--- src/rtl/spi_gpio_pkg.sv ---
// Shared definitions for the SPI GPIO expander: register addresses, command
// byte field positions, the soft-reset key and the frame FSM state type.
package spi_gpio_pkg;

    // Register addresses (command bits [6:4]); 6 and 7 are reserved.
    localparam logic [2:0] REG_OUT      = 3'd0;
    localparam logic [2:0] REG_DIR      = 3'd1;
    localparam logic [2:0] REG_IN       = 3'd2;
    localparam logic [2:0] REG_IRQ_EN   = 3'd3;
    localparam logic [2:0] REG_IRQ_STAT = 3'd4;
    localparam logic [2:0] REG_SOFT_RST = 3'd5;

    // Command byte layout: [7] write, [6:4] register, [3] reserved, [2:0] bank.
    localparam int unsigned CMD_WR_BIT   = 7;
    localparam int unsigned CMD_REG_LSB  = 4;
    localparam int unsigned CMD_RSVD_BIT = 3;
    localparam int unsigned CMD_BANK_LSB = 0;

    localparam logic [7:0] SOFT_RST_KEY = 8'hA5;

    typedef enum logic {
        EXP_CMD  = 1'b0,
        EXP_DATA = 1'b1
    } exp_state_t;

endpackage

--- src/rtl/spi_gpio_expander_if.sv ---
// SPI bus bundle for the GPIO expander.
//   ss   : select, active-high (frame open while 1)
//   sclk : SPI clock, mode 0
//   mosi : data towards the expander, MSB first
//   miso : data from the expander, MSB first
interface spi_gpio_expander_if;
    logic ss;
    logic sclk;
    logic mosi;
    logic miso;

    modport master (output ss, output sclk, output mosi, input miso);
    modport slave  (input ss, input sclk, input mosi, output miso);
endinterface

--- src/rtl/spi_byte_slave.sv ---
// Mode-0 SPI byte slave running in the clk domain.
//   clk, rst       : system clock, synchronous active-high reset
//   ss, sclk, mosi : raw asynchronous SPI inputs
//   tx_byte        : byte loaded into the miso shifter on the ss-rise pulse
//   miso           : MSB of the transmit shifter, 0 while ss is low
//   byte_done      : one-cycle pulse on the 8th sampled sclk rise of a frame
//   rx_byte        : received byte, valid while byte_done is high
module spi_byte_slave #(
    parameter int unsigned SYNC_STAGES = 2
) (
    input  logic       clk,
    input  logic       rst,
    input  logic       ss,
    input  logic       sclk,
    input  logic       mosi,
    input  logic [7:0] tx_byte,
    output logic       miso,
    output logic       byte_done,
    output logic [7:0] rx_byte
);

    logic [SYNC_STAGES-1:0] ss_sync;
    logic [SYNC_STAGES-1:0] sclk_sync;
    logic [SYNC_STAGES-1:0] mosi_sync;
    logic                   ss_d;
    logic                   sclk_d;
    logic                   ss_s;
    logic                   sclk_s;
    logic                   mosi_s;
    logic                   ss_rise;
    logic                   ss_fall;
    logic                   sclk_rise;
    logic                   sclk_fall;
    logic [6:0]             rx_q;
    logic [7:0]             tx_q;
    logic [3:0]             bit_cnt;

    assign ss_s   = ss_sync[SYNC_STAGES-1];
    assign sclk_s = sclk_sync[SYNC_STAGES-1];
    assign mosi_s = mosi_sync[SYNC_STAGES-1];

    assign ss_rise   = ss_s & ~ss_d;
    assign ss_fall   = ~ss_s & ss_d;
    assign sclk_rise = sclk_s & ~sclk_d;
    assign sclk_fall = ~sclk_s & sclk_d;

    // The 8th bit is taken straight from the synchroniser so the byte is
    // complete in the same cycle as the sclk-rise pulse that carries it.
    assign byte_done = ss_s & ~ss_rise & sclk_rise & (bit_cnt == 4'd7);
    assign rx_byte   = {rx_q, mosi_s};
    assign miso      = ss_s & tx_q[7];

    always_ff @(posedge clk) begin
        if (rst) begin
            ss_sync   <= '0;
            sclk_sync <= '0;
            mosi_sync <= '0;
            ss_d      <= 1'b0;
            sclk_d    <= 1'b0;
        end else begin
            ss_sync   <= {ss_sync[SYNC_STAGES-2:0], ss};
            sclk_sync <= {sclk_sync[SYNC_STAGES-2:0], sclk};
            mosi_sync <= {mosi_sync[SYNC_STAGES-2:0], mosi};
            ss_d      <= ss_s;
            sclk_d    <= sclk_s;
        end
    end

    always_ff @(posedge clk) begin
        if (rst) begin
            rx_q    <= '0;
            tx_q    <= '0;
            bit_cnt <= '0;
        end else if (ss_rise) begin
            rx_q    <= '0;
            tx_q    <= tx_byte;
            bit_cnt <= '0;
        end else if (ss_fall) begin
            tx_q <= '0;
        end else if (ss_s) begin
            // Counter saturates at 8 so trailing bits are ignored.
            if (sclk_rise && bit_cnt != 4'd8) begin
                rx_q    <= {rx_q[5:0], mosi_s};
                bit_cnt <= bit_cnt + 4'd1;
            end
            if (sclk_fall) begin
                tx_q <= {tx_q[6:0], 1'b0};
            end
        end
    end

endmodule

--- src/rtl/spi_gpio_expander.sv ---
// SPI-controlled GPIO expander: command/data frame FSM, per-bank register
// file (OUT, DIR, IN, IRQ_EN, IRQ_STAT, SOFT_RST) and edge interrupts.
//   clk, rst : system clock, synchronous active-high reset
//   spi      : SPI slave bus (ss, sclk, mosi in; miso out)
//   gpio_in  : asynchronous pin levels
//   gpio_out : OUT register
//   gpio_oe  : DIR register, 1 = drive
//   irq      : registered OR of IRQ_STAT
module spi_gpio_expander
    import spi_gpio_pkg::*;
#(
    parameter int unsigned NUM_GPIO    = 16,
    parameter int unsigned SYNC_STAGES = 2
) (
    input  logic                clk,
    input  logic                rst,
    spi_gpio_expander_if.slave  spi,
    input  logic [NUM_GPIO-1:0] gpio_in,
    output logic [NUM_GPIO-1:0] gpio_out,
    output logic [NUM_GPIO-1:0] gpio_oe,
    output logic                irq
);

    localparam int unsigned NUM_BANKS = NUM_GPIO / 8;

    exp_state_t          state_q;
    exp_state_t          state_d;
    logic [7:0]          cmd_q;
    logic [NUM_GPIO-1:0] out_q;
    logic [NUM_GPIO-1:0] dir_q;
    logic [NUM_GPIO-1:0] ien_q;
    logic [NUM_GPIO-1:0] ist_q;
    logic                irq_q;
    logic [NUM_GPIO-1:0] in_sync [SYNC_STAGES];
    logic [NUM_GPIO-1:0] in_d;
    logic [NUM_GPIO-1:0] in_s;
    logic [NUM_GPIO-1:0] in_edge;

    logic                byte_done;
    logic [7:0]          rx_byte;
    logic [7:0]          tx_byte;

    logic                cmd_wr;
    logic [2:0]          cmd_reg;
    logic [2:0]          cmd_bank;
    logic                unused_cmd_rsvd;
    logic                bank_ok;
    logic [NUM_GPIO-1:0] lane_mask;
    logic [NUM_GPIO-1:0] wr_data;
    logic [7:0]          rd_byte;
    logic                exec_wr;
    logic                wr_out;
    logic                wr_dir;
    logic                wr_ien;
    logic                wr_ist;
    logic                soft_rst;

    spi_byte_slave #(
        .SYNC_STAGES (SYNC_STAGES)
    ) u_byte (
        .clk       (clk),
        .rst       (rst),
        .ss        (spi.ss),
        .sclk      (spi.sclk),
        .mosi      (spi.mosi),
        .tx_byte   (tx_byte),
        .miso      (spi.miso),
        .byte_done (byte_done),
        .rx_byte   (rx_byte)
    );

    assign cmd_wr          = cmd_q[CMD_WR_BIT];
    assign cmd_reg         = cmd_q[CMD_REG_LSB +: 3];
    assign cmd_bank        = cmd_q[CMD_BANK_LSB +: 3];
    assign unused_cmd_rsvd = cmd_q[CMD_RSVD_BIT];

    assign in_s    = in_sync[SYNC_STAGES-1];
    assign in_edge = in_s ^ in_d;
    assign wr_data = {NUM_BANKS{rx_byte}};

    // Bank decode: a bank outside the configured pin count matches no lane,
    // which makes it read as 0x00 and ignore writes.
    always_comb begin
        bank_ok   = 1'b0;
        lane_mask = '0;
        rd_byte   = '0;
        for (int unsigned b = 0; b < NUM_BANKS; b++) begin
            if (cmd_bank == 3'(b)) begin
                bank_ok              = 1'b1;
                lane_mask[b*8 +: 8]  = '1;
                case (cmd_reg)
                    REG_OUT:      rd_byte = out_q[b*8 +: 8];
                    REG_DIR:      rd_byte = dir_q[b*8 +: 8];
                    REG_IN:       rd_byte = in_s[b*8 +: 8];
                    REG_IRQ_EN:   rd_byte = ien_q[b*8 +: 8];
                    REG_IRQ_STAT: rd_byte = ist_q[b*8 +: 8];
                    default:      rd_byte = '0;
                endcase
            end
        end
    end

    always_comb begin
        exec_wr  = byte_done && (state_q == EXP_DATA) && cmd_wr && bank_ok;
        wr_out   = exec_wr && (cmd_reg == REG_OUT);
        wr_dir   = exec_wr && (cmd_reg == REG_DIR);
        wr_ien   = exec_wr && (cmd_reg == REG_IRQ_EN);
        wr_ist   = exec_wr && (cmd_reg == REG_IRQ_STAT);
        soft_rst = exec_wr && (cmd_reg == REG_SOFT_RST) && (rx_byte == SOFT_RST_KEY);
        tx_byte  = ((state_q == EXP_DATA) && !cmd_wr) ? rd_byte : '0;
    end

    always_comb begin
        state_d = state_q;
        if (byte_done) begin
            case (state_q)
                EXP_CMD:  state_d = EXP_DATA;
                EXP_DATA: state_d = EXP_CMD;
                default:  state_d = EXP_CMD;
            endcase
        end
    end

    // Pin synchronisers are not cleared by SOFT_RST so IN keeps tracking pins.
    always_ff @(posedge clk) begin
        if (rst) begin
            for (int unsigned i = 0; i < SYNC_STAGES; i++) begin
                in_sync[i] <= '0;
            end
            in_d <= '0;
        end else begin
            in_sync[0] <= gpio_in;
            for (int unsigned i = 1; i < SYNC_STAGES; i++) begin
                in_sync[i] <= in_sync[i-1];
            end
            in_d <= in_s;
        end
    end

    always_ff @(posedge clk) begin
        if (rst || soft_rst) begin
            state_q <= EXP_CMD;
            cmd_q   <= '0;
            out_q   <= '0;
            dir_q   <= '0;
            ien_q   <= '0;
            ist_q   <= '0;
            irq_q   <= 1'b0;
        end else begin
            state_q <= state_d;
            if (byte_done && (state_q == EXP_CMD)) begin
                cmd_q <= rx_byte;
            end
            if (wr_out) begin
                out_q <= (out_q & ~lane_mask) | (wr_data & lane_mask);
            end
            if (wr_dir) begin
                dir_q <= (dir_q & ~lane_mask) | (wr_data & lane_mask);
            end
            if (wr_ien) begin
                ien_q <= (ien_q & ~lane_mask) | (wr_data & lane_mask);
            end
            // New edges are OR-ed in after the clear so a set wins.
            ist_q <= (ist_q & ~(wr_ist ? (wr_data & lane_mask) : '0))
                   | (in_edge & ien_q);
            irq_q <= |ist_q;
        end
    end

    assign gpio_out = out_q;
    assign gpio_oe  = dir_q;
    assign irq      = irq_q;

endmodule

--- src/flat_wrapper.sv ---
// flat-port wrapper written by rule: the top's interface ports become plain ports
module spi_gpio_expander_flat import spi_gpio_pkg::*;
#(
    parameter int unsigned NUM_GPIO    = 16,
    parameter int unsigned SYNC_STAGES = 2
)
  (clk, rst, gpio_in, gpio_out, gpio_oe, irq, spi_ss, spi_sclk, spi_mosi, spi_miso);
  spi_gpio_expander_if spi_i ();
  input  logic clk;
  input  logic rst;
  input  logic [NUM_GPIO-1:0] gpio_in;
  output logic [NUM_GPIO-1:0] gpio_out;
  output logic [NUM_GPIO-1:0] gpio_oe;
  output logic irq;
  input wire logic [$bits(spi_i.ss)-1:0] spi_ss;
  input wire logic [$bits(spi_i.sclk)-1:0] spi_sclk;
  input wire logic [$bits(spi_i.mosi)-1:0] spi_mosi;
  output wire logic [$bits(spi_i.miso)-1:0] spi_miso;
  assign spi_i.ss = spi_ss;
  assign spi_i.sclk = spi_sclk;
  assign spi_i.mosi = spi_mosi;
  assign spi_miso = spi_i.miso;
  spi_gpio_expander #(.NUM_GPIO(NUM_GPIO), .SYNC_STAGES(SYNC_STAGES)) u_core (.clk(clk), .rst(rst), .spi(spi_i), .gpio_in(gpio_in), .gpio_out(gpio_out), .gpio_oe(gpio_oe), .irq(irq));
endmodule
--- config.mk ---
export PLATFORM = sky130hd
export DESIGN_NAME = spi_gpio_expander_flat
export DESIGN_NICKNAME = d
export VERILOG_FILES = /design/src/rtl/spi_gpio_pkg.sv /design/src/rtl/spi_gpio_expander_if.sv /design/src/rtl/spi_byte_slave.sv /design/src/rtl/spi_gpio_expander.sv /design/src/flat_wrapper.sv
export SDC_FILE = /design/constraint.sdc
export NUM_CORES = 1
export LEC_CHECK = 0
export CAP_MARGIN = 10
export CORE_UTILIZATION = 50
export CTS_CLUSTER_SIZE = 20
export DETAILED_ROUTE_END_ITERATION = 6
export PLACE_DENSITY = 0.77
export SYNTH_ARGS = -nofsm -noshare
export SYNTH_HDL_FRONTEND = slang
export SYNTH_SLANG_ARGS = --single-unit
--- constraint.sdc ---
create_clock -name clk -period 2.85 [get_ports clk]
set_clock_uncertainty 0.15 [all_clocks]
set_input_delay 0.57 -clock clk [delete_from_list [all_inputs] [get_ports clk]]
set_output_delay 0.57 -clock clk [all_outputs]
set_load 0.03 [all_outputs]
After elaboration in Yosys (flattened, before gate mapping)
Memory sizes are Yosys's and may differ from the RTL's.
Index checks and enable logic that the tools add are counted.

word-level totals
  register bits after elaboration = 117
  latch bits = 0
  RAM bits = 32
  ROM bits = 0
  input bits = 21
  output and inout port bits = 34
  logic and storage cells = 99
  memories = 1

memories
  name            depth  bits a word  rd ports  clocked after memory_dff  wr ports  line                     RTL
  u_core.in_sync  2      16           2         0                         2         spi_gpio_expander.sv:34  logic [NUM_GPIO-1:0] in_sync [SYNC_STAGES];

operators by class
  add/subtract/negate cells = 1
  multiply operators = 0
  div/mod/pow operators = 0
  $lt $le $gt $ge = 0
  equal/unequal tests = 9
  shift-type cells = 0
  multiplexer cells = 20
  bitwise gates (word level) = 30
  reduce and logical (&&, ||, !) cells = 22

operator list
  kind                                                                    count
  16-bit bitwise AND                                                      6
  8-bit case mux with 5 select lines                                      2
  8-bit 2-to-1 mux                                                        9
  16-bit bitwise OR                                                       4
  16-bit 2-to-1 mux                                                       3
  16-bit inverter                                                         2
  16-bit OR reduction                                                     1
  16-bit XOR                                                              1
  1-bit logical AND                                                       12
  1-bit bitwise AND                                                       8
  8-bit equality test (second input constant)                             1
  1-bit inverter                                                          7
  3-bit by 1-bit equality test with 1-bit output (second input constant)  2
  3-bit by 2-bit equality test with 1-bit output (second input constant)  2
  3-bit equality test (second input constant)                             2
  3-bit zero test                                                         2
  3-bit nonzero test                                                      2
  1-bit 2-to-1 mux                                                        5
  4-bit by 1-bit adder with 4-bit output (second input constant)          1
  4-bit by 3-bit equality test with 1-bit output (second input constant)  1
  4-bit != test (second input constant)                                   1
  3-bit AND reduction                                                     1
  1-bit bitwise OR                                                        2
  1-bit case mux with 2 select lines                                      1
  4 further kinds                                                         4

Logic depth before layout (Yosys ltp)
  depth after elaboration = 14
  gate-level depth with buffers = 9
  gate-level depth less buffers = 7

Cells and area by module
From an unflattened synthesis, not the netlist that was laid out.

second synthesis, totals
  cells, all modules = 617
  area, all modules = 6251.0 µm²

by module, submodules not included
  module             times used  cells each  area an instance (µm²)
  spi_gpio_expander  1           493         5042.3
  spi_byte_slave     1           124         1208.7

Worst setup path after synthesis
OpenSTA, ideal clock, no wires.

  path kind = reg-to-reg
  start = register u_core.u_byte.bit_cnt[1]
  end = register with a tool-made name
  arrival = 1.861 ns
  required time = 2.581 ns
  setup slack = 0.720 ns
  cell stages (with the launch flop) = 8
  buffers on the path = 1
  cell sequence = dfxtp_1 > ha_1 > nand4b_2 > or2_1 > buf_6 > nor4_4 > mux2i_1 > nor2_2

RTL lines
  element                   line                  RTL
  start: declaration        spi_byte_slave.sv:36  logic [3:0] bit_cnt;
  start signal: assignment  spi_byte_slave.sv:84  bit_cnt <= bit_cnt + 4'd1;

==> impl_results.md <==
* Status: complete, no violations
* Fin nets at 724
* Arrival @ worst endpoint at 2680 ps
* Post-CTS Setup Bufs at 0
* Fmax at 0.396 GHz
* Layout cells sized above 1 at 11.7%
* Worst-path clk slew at 60 ps
* Post-Place Setup Slack at 375 ps
* Cts hold-fix bufs at 0
* Flops & latches, synth at 148
* Commonest non-fill, non-tap cell in the layout: dfxtp_1
* Antenna Nets Post-Route at 0
* Multi-input combinational cell area at 2960 um^2
* Leakage at 2.97 nW
* H-tree depth at 4
* CP endpoint kind: flip-flop
* Total gr overflow at 0
* Fillers at 1017
* Die width at 113 um
* # port buffers at 54
* Clock Power Share at 51.4%
* Syn Area/Cell at 9.54 um^2
* Mapped Area at 6180 um^2
* Final-report hold violation count at 0
* Die Y at 113 um
* Slew headroom at 47.6%
* Crit start category: flip-flop
* Clk_lat worst skew at 430 ps
* Max Transition Viols Final at 0
* Sw Share at 21.3%
* Leading register cell type out of synthesis: dfxtp_1
* CTS Sinks at 148
* Async S/R FF share, synth at 0%
* Placed Instance Area at 6880 um^2
* Core area at 12000 um^2
* Commonest cells after routing, fill and taps aside: dfxtp_1, nor2_1, mux2i_1
* Flop pwr share at 45.9%
* Hold Crit Class: flip-flop to flip-flop
* Drt initial violations at 346
* Antenna cells at 0
* Antenna violations before repair at 0
* Cells after Synth at 648
* Final period util at 88.6%
* Vias at 4874
* Cts bufs inserted at 17
* Post-cts resize count at 0
* Crit Path Class: flip-flop to flip-flop
* Final WS setup at 326 ps
* Design area at 7510 um^2
* First-pass GRT wire length at 26000 um
* Max-capacitance violation count at 0
* Post-DP HPWL at 11700 um
* Largest net degree at the start of global routing at 56
* Placement Rows at 40
* Count of final setup violators at 0
* Die footprint at 12800 um^2
* RSZ-0062 raised after global routing: false
* WL final at 16500 um
* CTS tree: built
* Worst Hold Slack at 278 ps
* Wirelength per Cell at 19.3 um
* Number of synthesized flops with an enable pin at 0
* Seq/Total Area, Yosys at 47.9%
* Synth warn at 0
* Sequential Area at 2960 um^2
* TNS Setup at 0 ps
* Drt drc at 0
* Clock tree buffer depth at 2
* Net Switching at 0.984 mW
* Top Ports at 55
* DR pass1 iterations at 5
* Net Count, Synth at 675
* Power Total at 4.62 mW
* CTS root buffer: clkbuf_16
* GPL Wtd Cong at 0.971
* Final min period at 2520 ps
* Gr usage total at 27.3%
* Distinct cells, synth at 61
* P per Cell Area at 616 nW/um^2
* Starting Density at 51.5%
* Area growth from synthesis to layout at 21.4%
* VDD IR max at 0.506 mV
* Vias per inst at 5.69
* Crit path required time at 3010 ps
* Worst-Margin Slew at 781 ps
* Pint at 3.64 mW
* Worst-path maximum fanout at 8
* Combinational share of power at 2.7%
* Vias in the first global route at 4681
[synth_stat cells (3+ instances only)]
library cell / instances / area share [%]
dfxtp_1: 148 / 48
nor2_1: 82 / 5.0
mux2i_1: 68 / 11
nor2b_1: 61 / 6.2
a21oi_1: 44 / 3.6
o21ai_0: 26 / 2.1
clkbuf_1: 25 / 1.5
nand2_1: 23 / 1.4
xor2_1: 16 / 2.3
buf_2: 15 / 1.2
inv_1: 14 / 0.85
mux2_2: 11 / 2.0
nor2_2: 9 / 0.91
nand3b_1: 8 / 0.97
a211oi_1: 7 / 0.85
nand3_1: 7 / 0.57
ha_1: 6 / 1.2
nor3_1: 6 / 0.49
nand4_1: 5 / 0.51
nor4_1: 5 / 0.51
nand2b_1: 4 / 0.40
and2_1: 3 / 0.30
buf_1: 3 / 0.18
xnor2_1: 3 / 0.43
[area by class of cell]
class	instances	share of cell area, %
sequential	148	39.5
multi-input combinational	440	39.4
timing repair buffer	76	9.67
clock buffer	18	5.72
clock inverter	13	2.60
tap	147	2.45
inverter	14	0.700
[worst max-delay path: stages (launching register included)]
cell,delay (ps)
dfxtp_1,420
ha_1,200
nand4b_2,200
or2_1,390
nor4_4,700
mux2i_1,290
nor2_1,50
[through the flow]
step	util [%]	cells
floorplan	-	648
global placement	57.3	825
detailed placement	57.3	825
CTS	62.5	856
global route	62.5	856
finish	62.5	856
[power by group through the flow]
| stage | Clock [mW] | Combinational (mW) | Sequential [mW] |
|---|---|---|---|
| 3_5_place_dp | 0 | 0.127 | 2.17 |
| 3_3_place_gp | 0 | 0.123 | 2.17 |
| 6_report | 2.38 | 0.126 | 2.12 |
| 4_1_cts | 2.41 | 0.127 | 2.12 |
| 5_1_grt | 2.49 | 0.138 | 2.12 |
| 2_1_floorplan | 0 | 0.0758 | 2.16 |
[routing by layer]
layer	vias up	share of wire [%]	routed length (um)	global-route usage, %
met1	2313	45	7470	37.1
met3	36	7.2	1180	6.70
li1	2314	-	-	-
met2	211	45	7380	40.5
met4	0	3.0	491	13.3
met5	-	0	0	0
[path summary, 6_finish.rpt]
path                                             from  depth (start not counted)                          endpoint  slack (ps)
setup / recovery  u_core.u_byte.ss_sync[1]$_SDFF_PP0_                          6                         flip-flop         330
hold / removal        u_core.in_sync[0][4]$_SDFF_PP0_                          1  u_core.in_sync[0][20]$_SDFF_PP0_         280
setup reg to reg  u_core.u_byte.ss_sync[1]$_SDFF_PP0_                          6                         flip-flop         330
hold reg to reg       u_core.in_sync[0][4]$_SDFF_PP0_                          1  u_core.in_sync[0][20]$_SDFF_PP0_         280
[logic make-up (layout without fill, tap and decap cells)]
| logic type | Yosys count | after routing | share of synthesized area, % |
|---|---|---|---|
| muxes | 81 | 81 | 13.7 |
| and+or+nand+nor | 231 | 231 | 20.1 |
| adders and majority gates | 6 | 6 | 1.21 |
| xor gates and xnor gates | 19 | 19 | 2.69 |
| buffers and inverters | 60 | 121 | 4.25 |
| AOI/OAI and AO/OA | 103 | 103 | 10.1 |
| DFF | 148 | 148 | 47.9 |
Note: power is estimated with default switching activity, not from simulation.
